<file path="config.mk">
export PLATFORM = sky130hd
export DESIGN_NAME = topk_result_streamer
export DESIGN_NICKNAME = d
export VERILOG_FILES = /design/src/rtl/topk_pkg.sv /design/src/rtl/lowest_set_bit_encoder.sv /design/src/rtl/topk_result_streamer.sv
export SDC_FILE = /design/constraint.sdc
export NUM_CORES = 1
export LEC_CHECK = 0
export CORE_MARGIN = 5
export CORE_UTILIZATION = 24
export DETAILED_ROUTE_END_ITERATION = 8
export DONT_BUFFER_PORTS = 1
export HOLD_SLACK_MARGIN = 0.03
export PLACE_DENSITY = 0.47
export RECOVER_POWER = 100
export SLEW_MARGIN = 10
export SYNTH_ARGS = -nofsm -noshare
export SYNTH_HDL_FRONTEND = slang
export SYNTH_SLANG_ARGS = --single-unit
</file>
<file path="constraint.sdc">
create_clock -name aclk -period 4.9 [get_ports aclk]
set_clock_uncertainty 0.15 [all_clocks]
set_input_delay 0.245 -clock aclk [delete_from_list [all_inputs] [get_ports aclk]]
set_output_delay 0.245 -clock aclk [all_outputs]
set_load 0.05 [all_outputs]
</file>
<file path="src/rtl/topk_pkg.sv">
// Shared constants, state encoding and small helpers for the top-k result streamer
// and the accumulator logic that feeds it.
package topk_pkg;

    localparam int TOPK_QUEUE_SIZE  = 8;
    localparam int TOPK_TDATA_WIDTH = 8;
    localparam int TOPK_ID_WIDTH    = 32;
    localparam int COUNT_WIDTH      = $clog2(TOPK_QUEUE_SIZE + 1);

    typedef enum logic [1:0] {
        IDLE = 2'd0,
        HDR  = 2'd1,
        SEND = 2'd2,
        FIN  = 2'd3
    } state_e;

    // Index width that stays legal for a single-slot table.
    function automatic int idx_width(input int n);
        return (n > 1) ? $clog2(n) : 1;
    endfunction

endpackage

</file>
<file path="src/rtl/lowest_set_bit_encoder.sv">
// Priority encoder: index of the lowest set bit of a mask, plus a flag that is high
// when that bit is the only one set (mask is one-hot).
module lowest_set_bit_encoder #(
    parameter int WIDTH = 8,
    parameter int IDX_W = (WIDTH > 1) ? $clog2(WIDTH) : 1
) (
    input  logic [WIDTH-1:0] mask,
    output logic [IDX_W-1:0] index,
    output logic             last_bit
);

    // Scan from the top so the lowest set bit wins.
    always_comb begin
        index = '0;
        for (int i = WIDTH - 1; i >= 0; i--) begin
            if (mask[i]) begin
                index = IDX_W'(i);
            end
        end
    end

    assign last_bit = (mask != '0) && ((mask & (mask - WIDTH'(1))) == '0);

endmodule

</file>
<file path="src/rtl/topk_result_streamer.sv">
// Snapshots the top-k result table on start and streams the valid slots on M_AXIS in
// slot order. Define TOPK_RESULT_STREAMER_HEADER_EN to prefix each packet with a count beat.
module topk_result_streamer
    import topk_pkg::*;
#(
    parameter int QUEUE_SIZE  = TOPK_QUEUE_SIZE,
    parameter int TDATA_WIDTH = TOPK_TDATA_WIDTH,
    parameter int ID_WIDTH    = TOPK_ID_WIDTH
) (
    input  logic                            aclk,
    input  logic                            areset,
    input  logic                            start,
    input  logic [ID_WIDTH*QUEUE_SIZE-1:0]  ids,
    input  logic [TDATA_WIDTH*QUEUE_SIZE-1:0] values,
    input  logic [QUEUE_SIZE-1:0]           valid,
    output logic                            busy,
    output logic                            done,
    output logic                            m_axis_tvalid,
    input  logic                            m_axis_tready,
    output logic [TDATA_WIDTH+ID_WIDTH-1:0] m_axis_tdata,
    output logic                            m_axis_tlast
);

    localparam int IDX_W  = idx_width(QUEUE_SIZE);
    localparam int BEAT_W = TDATA_WIDTH + ID_WIDTH;

    state_e                  state_q, state_d;
    logic [QUEUE_SIZE-1:0]   pending_q, pending_d;
    logic [ID_WIDTH-1:0]     snap_id_q  [QUEUE_SIZE];
    logic [ID_WIDTH-1:0]     snap_id_d  [QUEUE_SIZE];
    logic [TDATA_WIDTH-1:0]  snap_val_q [QUEUE_SIZE];
    logic [TDATA_WIDTH-1:0]  snap_val_d [QUEUE_SIZE];

    logic [ID_WIDTH-1:0]     id_in  [QUEUE_SIZE];
    logic [TDATA_WIDTH-1:0]  val_in [QUEUE_SIZE];
    logic [IDX_W-1:0]        slot;
    logic                    pending_last;
    logic [QUEUE_SIZE-1:0]   slot_onehot;
    logic                    hs;

    genvar gi;
    generate
        for (gi = 0; gi < QUEUE_SIZE; gi++) begin : g_unpack
            assign id_in[gi]  = ids[(gi+1)*ID_WIDTH-1 -: ID_WIDTH];
            assign val_in[gi] = values[(gi+1)*TDATA_WIDTH-1 -: TDATA_WIDTH];
        end
    endgenerate

    lowest_set_bit_encoder #(
        .WIDTH (QUEUE_SIZE),
        .IDX_W (IDX_W)
    ) u_slot_enc (
        .mask     (pending_q),
        .index    (slot),
        .last_bit (pending_last)
    );

    assign slot_onehot = QUEUE_SIZE'(1) << slot;
    assign hs          = m_axis_tvalid && m_axis_tready;

`ifdef TOPK_RESULT_STREAMER_HEADER_EN
    localparam int CNT_W = $clog2(QUEUE_SIZE + 1);
    logic [CNT_W-1:0] hdr_count;

    // pending is untouched while in HDR, so its popcount equals the snapshot's.
    always_comb begin
        hdr_count = '0;
        for (int i = 0; i < QUEUE_SIZE; i++) begin
            hdr_count = hdr_count + CNT_W'(pending_q[i]);
        end
    end
`endif

    always_ff @(posedge aclk) begin
        if (areset) begin
            state_q   <= IDLE;
            pending_q <= '0;
            for (int i = 0; i < QUEUE_SIZE; i++) begin
                snap_id_q[i]  <= '0;
                snap_val_q[i] <= '0;
            end
        end else begin
            state_q    <= state_d;
            pending_q  <= pending_d;
            snap_id_q  <= snap_id_d;
            snap_val_q <= snap_val_d;
        end
    end

    always_comb begin
        state_d    = state_q;
        pending_d  = pending_q;
        snap_id_d  = snap_id_q;
        snap_val_d = snap_val_q;
        case (state_q)
            IDLE: begin
                if (start) begin
                    pending_d  = valid;
                    snap_id_d  = id_in;
                    snap_val_d = val_in;
`ifdef TOPK_RESULT_STREAMER_HEADER_EN
                    state_d    = HDR;
`else
                    state_d    = (valid != '0) ? SEND : FIN;
`endif
                end
            end
            HDR: begin
                if (hs) begin
                    state_d = (pending_q != '0) ? SEND : FIN;
                end
            end
            SEND: begin
                if (hs) begin
                    pending_d = pending_q & ~slot_onehot;
                    if (pending_last) begin
                        state_d = FIN;
                    end
                end
            end
            FIN:     state_d = IDLE;
            default: state_d = IDLE;
        endcase
    end

    // Outputs depend only on registered state, never on tready.
    always_comb begin
        busy          = 1'b0;
        done          = 1'b0;
        m_axis_tvalid = 1'b0;
        m_axis_tlast  = 1'b0;
        m_axis_tdata  = '0;
        case (state_q)
`ifdef TOPK_RESULT_STREAMER_HEADER_EN
            HDR: begin
                busy          = 1'b1;
                m_axis_tvalid = 1'b1;
                m_axis_tdata  = BEAT_W'(hdr_count);
                m_axis_tlast  = (pending_q == '0);
            end
`endif
            SEND: begin
                busy          = 1'b1;
                m_axis_tvalid = 1'b1;
                m_axis_tdata  = {snap_val_q[slot], snap_id_q[slot]};
                m_axis_tlast  = pending_last;
            end
            FIN:     done = 1'b1;
            default: ;
        endcase
    end

endmodule
</file>
==> reports/metrics.yaml, run 1 <==
power_and_ir_drop:
  p_leak_nw: 7.483
  ir_drop_v: 0.0002276
  powerDensity_nw_per_um2: 383.5
global_route:
  grt_pass1_wl_um: 103300
  globalRouteMet1Util_pct: 23.66
  grt_max_degree: 260
  busiest_layer: "met2"
  grt_use_met2_pct: 31.96
  antenna_found_initial: 10
  overflow: 0
  met3_usage_pct: 3.725
  first_global_vias: 16980
  grt_usage_pct: 18.61
clocking:
  cts_root_buffer: "clkbuf_16"
  cts.path.max_buffers: 3
  cts.sinks: 330
  insertion_delay_ns: 0.56
  h-tree-depth: 2
  clkTransAtPathRegs_ns: 0.05
  cts_setup_buffers: 0
  cts_tree: "done"
  cts_made_buffers: 43
drt:
  viasPerCell: 5.136
  drtIter0Drc: 1393
  first_pass_iters: 5
  wl_per_cell_um: 21.21
  drc_errors: 0
  wl_um: 68140
  vias: 16500
  final_antenna_net_count: 0
logic_synthesis:
  ys.flop_type: "dfxtp_1"
  seq_area_frac_synth_pct: 42.70
  synthDistinctLibCells: 41
  yosysWarnings: 0
  syn_area_um2: 15470
  syn_inst: 2048
  synth_seq_cells: 330
  async_reset_ff_share_pct: 0
  synth_edf_count: 0
  syn-num-nets: 2380
  synth_area_per_cell_um2: 7.554
finish:
  fin_nets: 2653
  finish.utilization_pct: 33.26
  final_common_cell: "nand2_1"
  fillers: 6729
  drive_gt1_share_pct: 5.745
  final_cell_mix: "nand2_1 (656), dlygate4sd3_1 (399), dfxtp_1 (330)"
  syn2layout_area_growth_pct: 37.84
timing:
  final-max-slew-violation-count: 330
  slew-limit-headroom_pct: -37.91
  fin_crit_ns: 4.549
  finalHoldViolCount: 0
  setup_ws_ns: 0.3512
  setup-violations-final: 0
  clock.fmax_mhz: 219.8
  period_share_pct: 92.83
  tightestPinTransition_ns: 2.069
  rsz0062_at_grt: "false"
  tns_ns: 0
outcome:
  status: "finished, violations left"
  violations: "capacitance limit, slew limit"
floorplan:
  die_height_um: 263.9
  start_util_pct: 24.13
  rows: 93
  fp.dieW_um: 263.9
  dieArea_um2: 69640
  core_region_area_um2: 64120
  io_pins: 376
setup_path:
  worstSetupEndpointType: "primary output"
  path_max_fanout: 14
  start_kind: "flop"
  critPathKind: "flop to primary output"
  critPathRequiredTime_ns: 4.51
  arrival_ns: 4.15
place:
  portBuffers: 0
  dpl.hpwl_um: 44000
  place_ws_ns: 1.204
  gp_congestion: 0.8686
run:
  maxCapViolations: 4
hold_path:
  hp-class: "primary input to flop"
## worst max-delay path: stages (launching register included)
cell	delay, ns
dfxtp_1	0.49
or4_4	0.61
nor3_2	1.11
o21a_1	0.28
a22oi_1	0.08
o211ai_1	1.03
## final timing paths
check / from / end / slack [ns] / cells past startpoint
max reg2reg: state_q[1] / snap_id_q[232] / 0.65 / 6
max: pending_q[0] / m_axis_tdata[28] / 0.35 / 5
min reg2reg: snap_id_q[149] / snap_id_q[149] / 0.30 / 2
min: m_axis_tready / pending_q[3] / 0.11 / 3
## flip-flops by register name, indices dropped and copies added, names as in the netlist
| name | cells |
|---|---|
| pending_q | 8 |
| snap_id_q | 256 |
| snap_val_q | 64 |
| state_q | 2 |
## cells by family after synthesis
family	after synthesis	synth area share [%]
simple gates	771	19.79
flops	330	42.70
xor+xnor	2	0.1133
compound gates	661	29.55
mux	4	0.2750
buf+inv	280	7.562
## metal layers
| layer | wire length (um) | vias to the layer above |
|---|---|---|
| met3 | 4516 | 133 |
| li1 | - | 7710 |
| met2 | 32690 | 685 |
| met5 | 7 | - |
| met1 | 28820 | 7971 |
| met4 | 2102 | 2 |
## synth_stat cells (3+ instances only)
cell type  count  share of area, %
o2111ai_1    156               8.8
a311oi_1       3              0.17
nor3_1        10              0.32
nand2_1      656                16
buf_4          3              0.15
o21ai_0        4              0.13
inv_1         82               2.0
buf_2         26              0.84
buf_1          3             0.073
nor2_1        11              0.27
nand3_1       81               2.6
a21oi_1      323                10
dfxtp_1      330                43
o21a_1        79               3.8
o211ai_2      40               3.2
a22oi_1       36               1.7
buf_6         10              0.73
o22ai_1        4              0.16
clkbuf_1     155               3.8
a22oi_2        3              0.24
nor4_1         3              0.12
a221oi_1       4              0.23
nand2b_1       3              0.12
## power breakdown
part | internal, W | switching, W
logic | 0.000660 | 0.00136
registers | 0.00290 | 0.000149
clock network | 0.00186 | 0.00124
## layout make-up
class	instances	area, um2	area share (%)
multi-input cells	1438	7691	36.07
flip-flops and latches	330	6606	30.98
repair buffers	425	4243	19.90
clock buffers	65	1290	6.050
well taps	855	1070	5.017
inverters	83	311.5	1.461
clock inverters	9	91.34	0.4284
diodes	8	20.02	0.09389
## through the flow
step | cells | hold slack [ns] | area (um2) | power [W]
after floorplan | 2048 | 0.2310 | 15470 | 0.004329
after global placement | 2731 | 0.2147 | 16010 | 0.004777
after detailed placement | 2731 | 0.2159 | 16010 | 0.004806
after CTS | 3205 | 0.03910 | 21410 | 0.008279
after global routing | 3210 | 0.08719 | 21320 | 0.008566
final | 3213 | 0.1071 | 21320 | 0.008177
## repair_timing
action,in CTS,in global routing
hold buffers,400,0
hold endpoints to repair,330,0
resized for setup,0,0
Note: power is estimated with default switching activity, not from simulation.
==> run 2: changes to the inputs <==
- CELL_PAD_IN_SITES_DETAIL_PLACEMENT: default -> 0
- CELL_PAD_IN_SITES_GLOBAL_PLACEMENT: default -> 2
- CORE_UTILIZATION: 24 -> 38
- PLACE_DENSITY: 0.47 -> 0.94
==> run 2 against run 1 <==
  * The flow still finishes with violations (capacitance limit, slew limit)
  * Worst hold slack better by 0.0077 ns
  * Highest routed layer unchanged
  * Count of clock-buffer cells in the layout down 14
  * Global-route usage up 7.3 points
  * Cell area down 2.7%
  * Critical endpoint is now m_axis_tdata[30]
  * Sequential power about the same
  * Critical path depth up 2
  * Die area down 36%
  * Via count down 0.24%
==> reports/metrics.yaml, run 2 (synthesis results as in run 1) <==
clocking:
  ctsResizeCount: 0  # unchanged
  h-tree-depth: 2  # unchanged
  cts_tree: "done"
  clkTransAtPathRegs_ns: 0.06  # about the same
  cts_made_buffers: 39  # -9.3%
  cts_root_buffer: "clkbuf_16"
  cts.sinks: 330  # unchanged
  cts_setup_buffers: 0  # unchanged
  cts.path.max_buffers: 3  # unchanged
  insertion_delay_ns: 0.54  # -0.02 ns
  hold_buffers: 383  # -4.3%
drt:
  drc_errors: 0  # unchanged
  first_pass_iters: 5  # unchanged
  vias: 16460  # -0.24%
  drtIter0Drc: 1382  # -0.79%
  final_antenna_net_count: 0  # unchanged
  wl_um: 61070  # -10%
  viasPerCell: 5.754  # +12%
  wl_per_cell_um: 21.34  # +0.64%
timing:
  hold-worst-slack_ns: 0.1148  # +0.007663 ns
  clock.fmax_mhz: 226.6  # +3.1%
  fin_crit_ns: 4.412  # -0.1366 ns
  setup-violations-final: 0  # unchanged
  finalHoldViolCount: 0  # unchanged
  period_share_pct: 90.05  # -2.8 points
  slew-limit-headroom_pct: -53.73  # -16 points
  rsz0062_at_grt: "false"
  final-max-slew-violation-count: 331  # +0.30%
  tightestPinTransition_ns: 2.306  # +0.2372 ns
  tns_ns: 0  # unchanged
finish:
  syn2layout_area_growth_pct: 34.16
  multi_input_area_um2: 7762  # +0.93%
  seq_area_um2: 6606  # unchanged
  reg_top3: "snap_id_q (256), snap_val_q (64), pending_q (8)"
  final_cell_mix: "nand2_1 (655), dlygate4sd3_1 (382), dfxtp_1 (330)"
  largest_register_ff_count: 256  # unchanged
  top_register: "snap_id_q"
  final_common_cell: "nand2_1"
  fin_nets: 2630  # -0.87%
  fillers: 3766  # -44%
  drive_gt1_share_pct: 6.156  # +0.41 points
setup_path:
  worst_path_largest_cell_delay_ns: 0.72  # -0.39 ns
  start_kind: "flop"
  worstSetupEndpointType: "primary output"
  path_max_fanout: 47  # +33
  cp_cell_sequence: "or2_2 -> buf_4 -> o211ai_2 -> o21ba_1 -> nor2_4 -> buf_4 -> o211ai_2"
  critical_path.reg2reg.startpoint: "pending_q[5]"
  arrival_ns: 4.02  # -0.13 ns
  slowest_stage: "or2_2"
  critPathKind: "flop to primary output"
  startpoint: "pending_q[5]"
  critPathRequiredTime_ns: 4.51  # about the same
global_route:
  grt_pass1_wl_um: 92850  # -10%
  antenna_found_initial: 5  # -5
  first_global_vias: 16410  # -3.3%
  grt_max_degree: 261  # +0.38%
  grt_usage_pct: 25.90  # +7.3 points
  overflow: 0  # unchanged
floorplan:
  start_util_pct: 38.15  # +14 points
  io_pins: 376  # unchanged
  fp.dieW_um: 211.8  # -20%
  core_region_area_um2: 40550  # -37%
  rows: 74  # -20%
  dieArea_um2: 44840  # -36%
  die_height_um: 211.8  # -20%
place:
  portBuffers: 0  # unchanged
  dpl.hpwl_um: 36980  # -16%
  gp_congestion: 0.8670  # -0.18%
hold_path:
  hp-start: "m_axis_tready"
  hp-class: "primary input to flop"
run:
  maxCapViolations: 2  # -2
power_and_ir_drop:
  clock_power_share_pct: 38.0  # about the same
  powerDensity_nw_per_um2: 391.4  # +2.1%
  switching_share_pct: 32.69  # -1.0 points
  p_leak_nw: 7.463  # -0.26%
  p_seq_share_pct: 37.4  # about the same
  internal_power_w: 0.005468  # +0.86%
  netSwitchingPower_w: 0.002656  # -3.6%
  combPwrFrac_pct: 24.6  # -0.2 points
  ir_drop_v: 0.0002388  # +5.0%
outcome:
  violations: "capacitance limit, slew limit"
  status: "finished, violations left"
run 2: cell types whose count changed in the layout (fill, tap and decap cells not counted), sizes merged, moves of 2 or more:
cell	previous run	this run
clkbuf	71	54
diode	8	6
dlygate4sd3	399	382
bufinv	1	7
run 2: power by group through the flow:
stage | Sequential [W] | Clock, W | Combinational, W
2_1_floorplan | 0.00303 | 0 | 0.00130
3_3_place_gp | 0.00309 | 0 | 0.00162
3_5_place_dp | 0.00309 | 0 | 0.00165
4_1_cts | 0.00303 | 0.00314 | 0.00196
5_1_grt | 0.00306 | 0.00324 | 0.00214
6_report | 0.00304 | 0.00309 | 0.00200
run 2: metrics by stage:
| stage | util (%) | power, W | cell area (um2) | setup WS (ns) | cells |
|---|---|---|---|---|---|
| floorplan | - | 0.004329 | 15470 | 2.221 | 2048 |
| global placement | 38.41 | 0.004708 | 15580 | 1.450 | 2406 |
| detailed placement | 38.41 | 0.004738 | 15580 | 1.373 | 2406 |
| CTS | 51.21 | 0.008133 | 20770 | 0.7725 | 2855 |
| global route | 51.17 | 0.008445 | 20750 | 0.3881 | 2859 |
| finish | 51.18 | 0.008124 | 20750 | 0.4878 | 2861 |
run 2: routing by layer:
| metal | track usage, % | wire, um | vias up |
|---|---|---|---|
| li1 | - | - | 7646 |
| met1 | 32.81 | 25200 | 7927 |
| met2 | 43.40 | 29350 | 731 |
| met3 | 4.461 | 3949 | 155 |
| met4 | 11.44 | 2553 | 2 |
| met5 | 0 | 13 | - |
run 2: final timing paths:
check                                        end  slack, ns  cells past startpoint
worst max register to register      pending_q[5]       0.82                      8
worst max-delay path            m_axis_tdata[30]       0.49                      7
worst min-delay path                pending_q[6]       0.11                      3
worst min register to register    snap_id_q[145]       0.30                      2
run 2: final cells by class:
cell class | count | share of cell area (%)
repair buffers | 406 | 19.54
flip-flops and latches | 330 | 31.83
clock inverters | 15 | 1.236
diodes | 6 | 0.07234
well taps | 532 | 3.207
inverters | 83 | 1.507
multi-input cells | 1438 | 37.40
clock buffers | 51 | 5.209
run 2: critical path: cells and delay by family (launching register included):
kind            cells  cell delay (ns)
simple gates        2             0.83
buf+inv             2             1.04
flops               1             0.55
compound gates      3             0.94
==> run 3: changes to the inputs <==
- BUFFER_PORTS_ARGS: default -> -buffer_cell sky130_fd_sc_hd__buf_2
- CORE_MARGIN: 5 -> default
- CORE_UTILIZATION: 38 -> 32
- DONT_BUFFER_PORTS: 1 -> default
==> run 3 against run 2 <==
  * The run still ends with capacitance limit, slew limit left
  * Critical path depth unchanged
  * Sequential share of layout area shrank 1.9 points
  * Wire length rose by 2.9%
  * Total power shrank 1.6%
  * Highest routed layer unchanged
==> reports/metrics.yaml, run 3 (synthesis results as in run 1) <==
setup_path:
  critPathKind: "flop to primary output"
  path_max_fanout: 39  # -17%
  start_kind: "flop"
  critPathRequiredTime_ns: 4.51  # about the same
  critical_path.reg2reg.startpoint: "state_q[1]"
  r2r_cells: 5  # -3
  worstSetupEndpointType: "primary output"
  arrival_ns: 3.88  # -0.14 ns
  rrSetupSlack_ns: 0.86  # +0.04 ns
  startpoint: "pending_q[2]"
global_route:
  grt_pass1_wl_um: 96740  # +4.2%
  grt_usage_pct: 24.74  # -1.2 points
  antenna_found_initial: 7  # +2
  first_global_vias: 17280  # +5.3%
  grt_max_degree: 213  # -18%
  overflow: 0  # unchanged
floorplan:
  die_height_um: 221.9  # +4.8%
  start_util_pct: 32.40  # -5.7 points
  io_pins: 376  # unchanged
  dieArea_um2: 49230  # +9.8%
  core_region_area_um2: 47750  # +18%
  fp.dieW_um: 221.9  # +4.8%
  rows: 80  # +8.1%
finish:
  reg_top3: "snap_id_q (256), snap_val_q (64), pending_q (8)"
  fin_nets: 2953  # +12%
  syn2layout_area_growth_pct: 42.77
  largest_register_ff_count: 256  # unchanged
  stdcell_area_um2: 22090  # +6.4%
  top_register: "snap_id_q"
  final_common_cell: "nand2_1"
  final_cell_mix: "nand2_1 (655), buf_2 (341), dlygate4sd3_1 (332)"
  drive_gt1_share_pct: 18.20  # +12 points
clocking:
  ctsResizeCount: 0  # unchanged
  cts.path.max_buffers: 3  # unchanged
  h-tree-depth: 2  # unchanged
  cts_tree: "done"
  cts.sinks: 330  # unchanged
  cts_root_buffer: "clkbuf_16"
  insertion_delay_ns: 0.55  # about the same
  cts_made_buffers: 40  # +2.6%
  clkTransAtPathRegs_ns: 0.06  # about the same
place:
  dpl.hpwl_um: 39650  # +7.2%
  placed_area_um2: 17580  # +13%
  gp_congestion: 0.8728  # +0.67%
  place_ws_ns: 1.558  # +0.1852 ns
  portBuffers: 375  # +375
drt:
  drc_errors: 0  # unchanged
  vias: 17440  # +5.9%
  wl_um: 62860  # +2.9%
  final_antenna_net_count: 0  # unchanged
  first_pass_iters: 5  # unchanged
  wl_per_cell_um: 19.24  # -9.9%
  drtIter0Drc: 1574  # +14%
  viasPerCell: 5.338  # -7.2%
hold_path:
  hp-class: "primary input to flop"
  hp-start: "areset"
  min_path_cells: 2  # -1
power_and_ir_drop:
  p_leak_nw: 8.447  # +13%
  netSwitchingPower_w: 0.002705  # +1.9%
  p_seq_share_pct: 38.0  # +0.6 points
  ir_drop_v: 0.0002043  # -14%
  clock_power_share_pct: 36.0  # -2.0 points
  powerDensity_nw_per_um2: 362.1  # -7.5%
  internal_power_w: 0.005292  # -3.2%
  p_total_w: 0.007997  # -1.6%
  combPwrFrac_pct: 26.0  # +1.4 points
  switching_share_pct: 33.82  # +1.1 points
run:
  maxCapViolations: 3  # +1
timing:
  rsz0062_at_grt: "false"
  period_share_pct: 87.21  # -2.8 points
  hold-worst-slack_ns: 0.08483  # -0.02997 ns
  finalHoldViolCount: 0  # unchanged
  clock.fmax_mhz: 234.0  # +3.2%
  slew-limit-headroom_pct: -72.64  # -19 points
  fin_crit_ns: 4.273  # -0.1389 ns
  setup-violations-final: 0  # unchanged
  tns_ns: 0  # unchanged
  setup_ws_ns: 0.6266  # +0.1389 ns
  final-max-slew-violation-count: 348  # +5.1%
  tightestPinTransition_ns: 2.590  # +0.2837 ns
outcome:
  violations: "capacitance limit, slew limit"
  status: "finished, violations left"
## run 3: cell count changes in the layout (fill, tap and decap cells not counted), sizes merged
cell,previous run,this run
diode,6,4
buf,21,359
clkinv,7,11
dlygate4sd3,382,332
bufinv,7,0
clkinvlp,1,0
clkbuf,54,95
## run 3: stage by stage
step	util (%)	instances
after global placement	36.82	2862
after CTS	46.43	3263
final	46.26	3267
after detailed placement	36.82	2862
after global routing	46.26	3267
after floorplan	-	2048
## run 3: area by class of cell
type                       instances  area (um2)
fill                            4671       25660
multi-input combinational       1438        7755
sequential                       330        6606
timing repair buffer             728        5368
clock buffer                      58        1191
tap                              615       769.5
inverter                          83       312.8
clock inverter                    11       73.82
antenna                            4       10.01
## run 3: final timing paths
kind                                         to
worst min-delay path             snap_id_q[187]
worst max-delay path            m_axis_tdata[9]
worst max register to register     pending_q[6]
worst min register to register   snap_id_q[187]
## run 3: what timing repair did
item | 4_1_cts | 5_1_grt
hold buffers | 332 | 0
buffers inserted | 0 | 0
endpoints found under the hold margin | 330 | 0
## run 3: layer usage
layer  up-vias  GRT usage (%)  part of all wire [%]
met5         -              0                 0.067
met1      8322          30.92                    42
met2       661          41.87                    48
li1       8301              -                     -
met3       148          4.188                   6.1
met4         6          10.60                   3.8
## run 3: critical path, cell delays in order, from the launching register on
cell	delay, ns
dfxtp_1	0.53
clkinv_2	0.55
o211a_4	0.49
clkbuf_2	0.46
o2111ai_1	0.43
a22oi_1	0.16
o211ai_2	0.18
clkbuf_1	0.50
## run 3: power groups by stage
| stage | registers (W) | logic, W | clock network (W) |
|---|---|---|---|
| 6_report | 0.00304 | 0.00208 | 0.00288 |
| 3_3_place_gp | 0.00309 | 0.00183 | 0 |
| 2_1_floorplan | 0.00303 | 0.00130 | 0 |
| 3_5_place_dp | 0.00309 | 0.00186 | 0 |
| 5_1_grt | 0.00306 | 0.00224 | 0.00304 |
| 4_1_cts | 0.00303 | 0.00208 | 0.00293 |
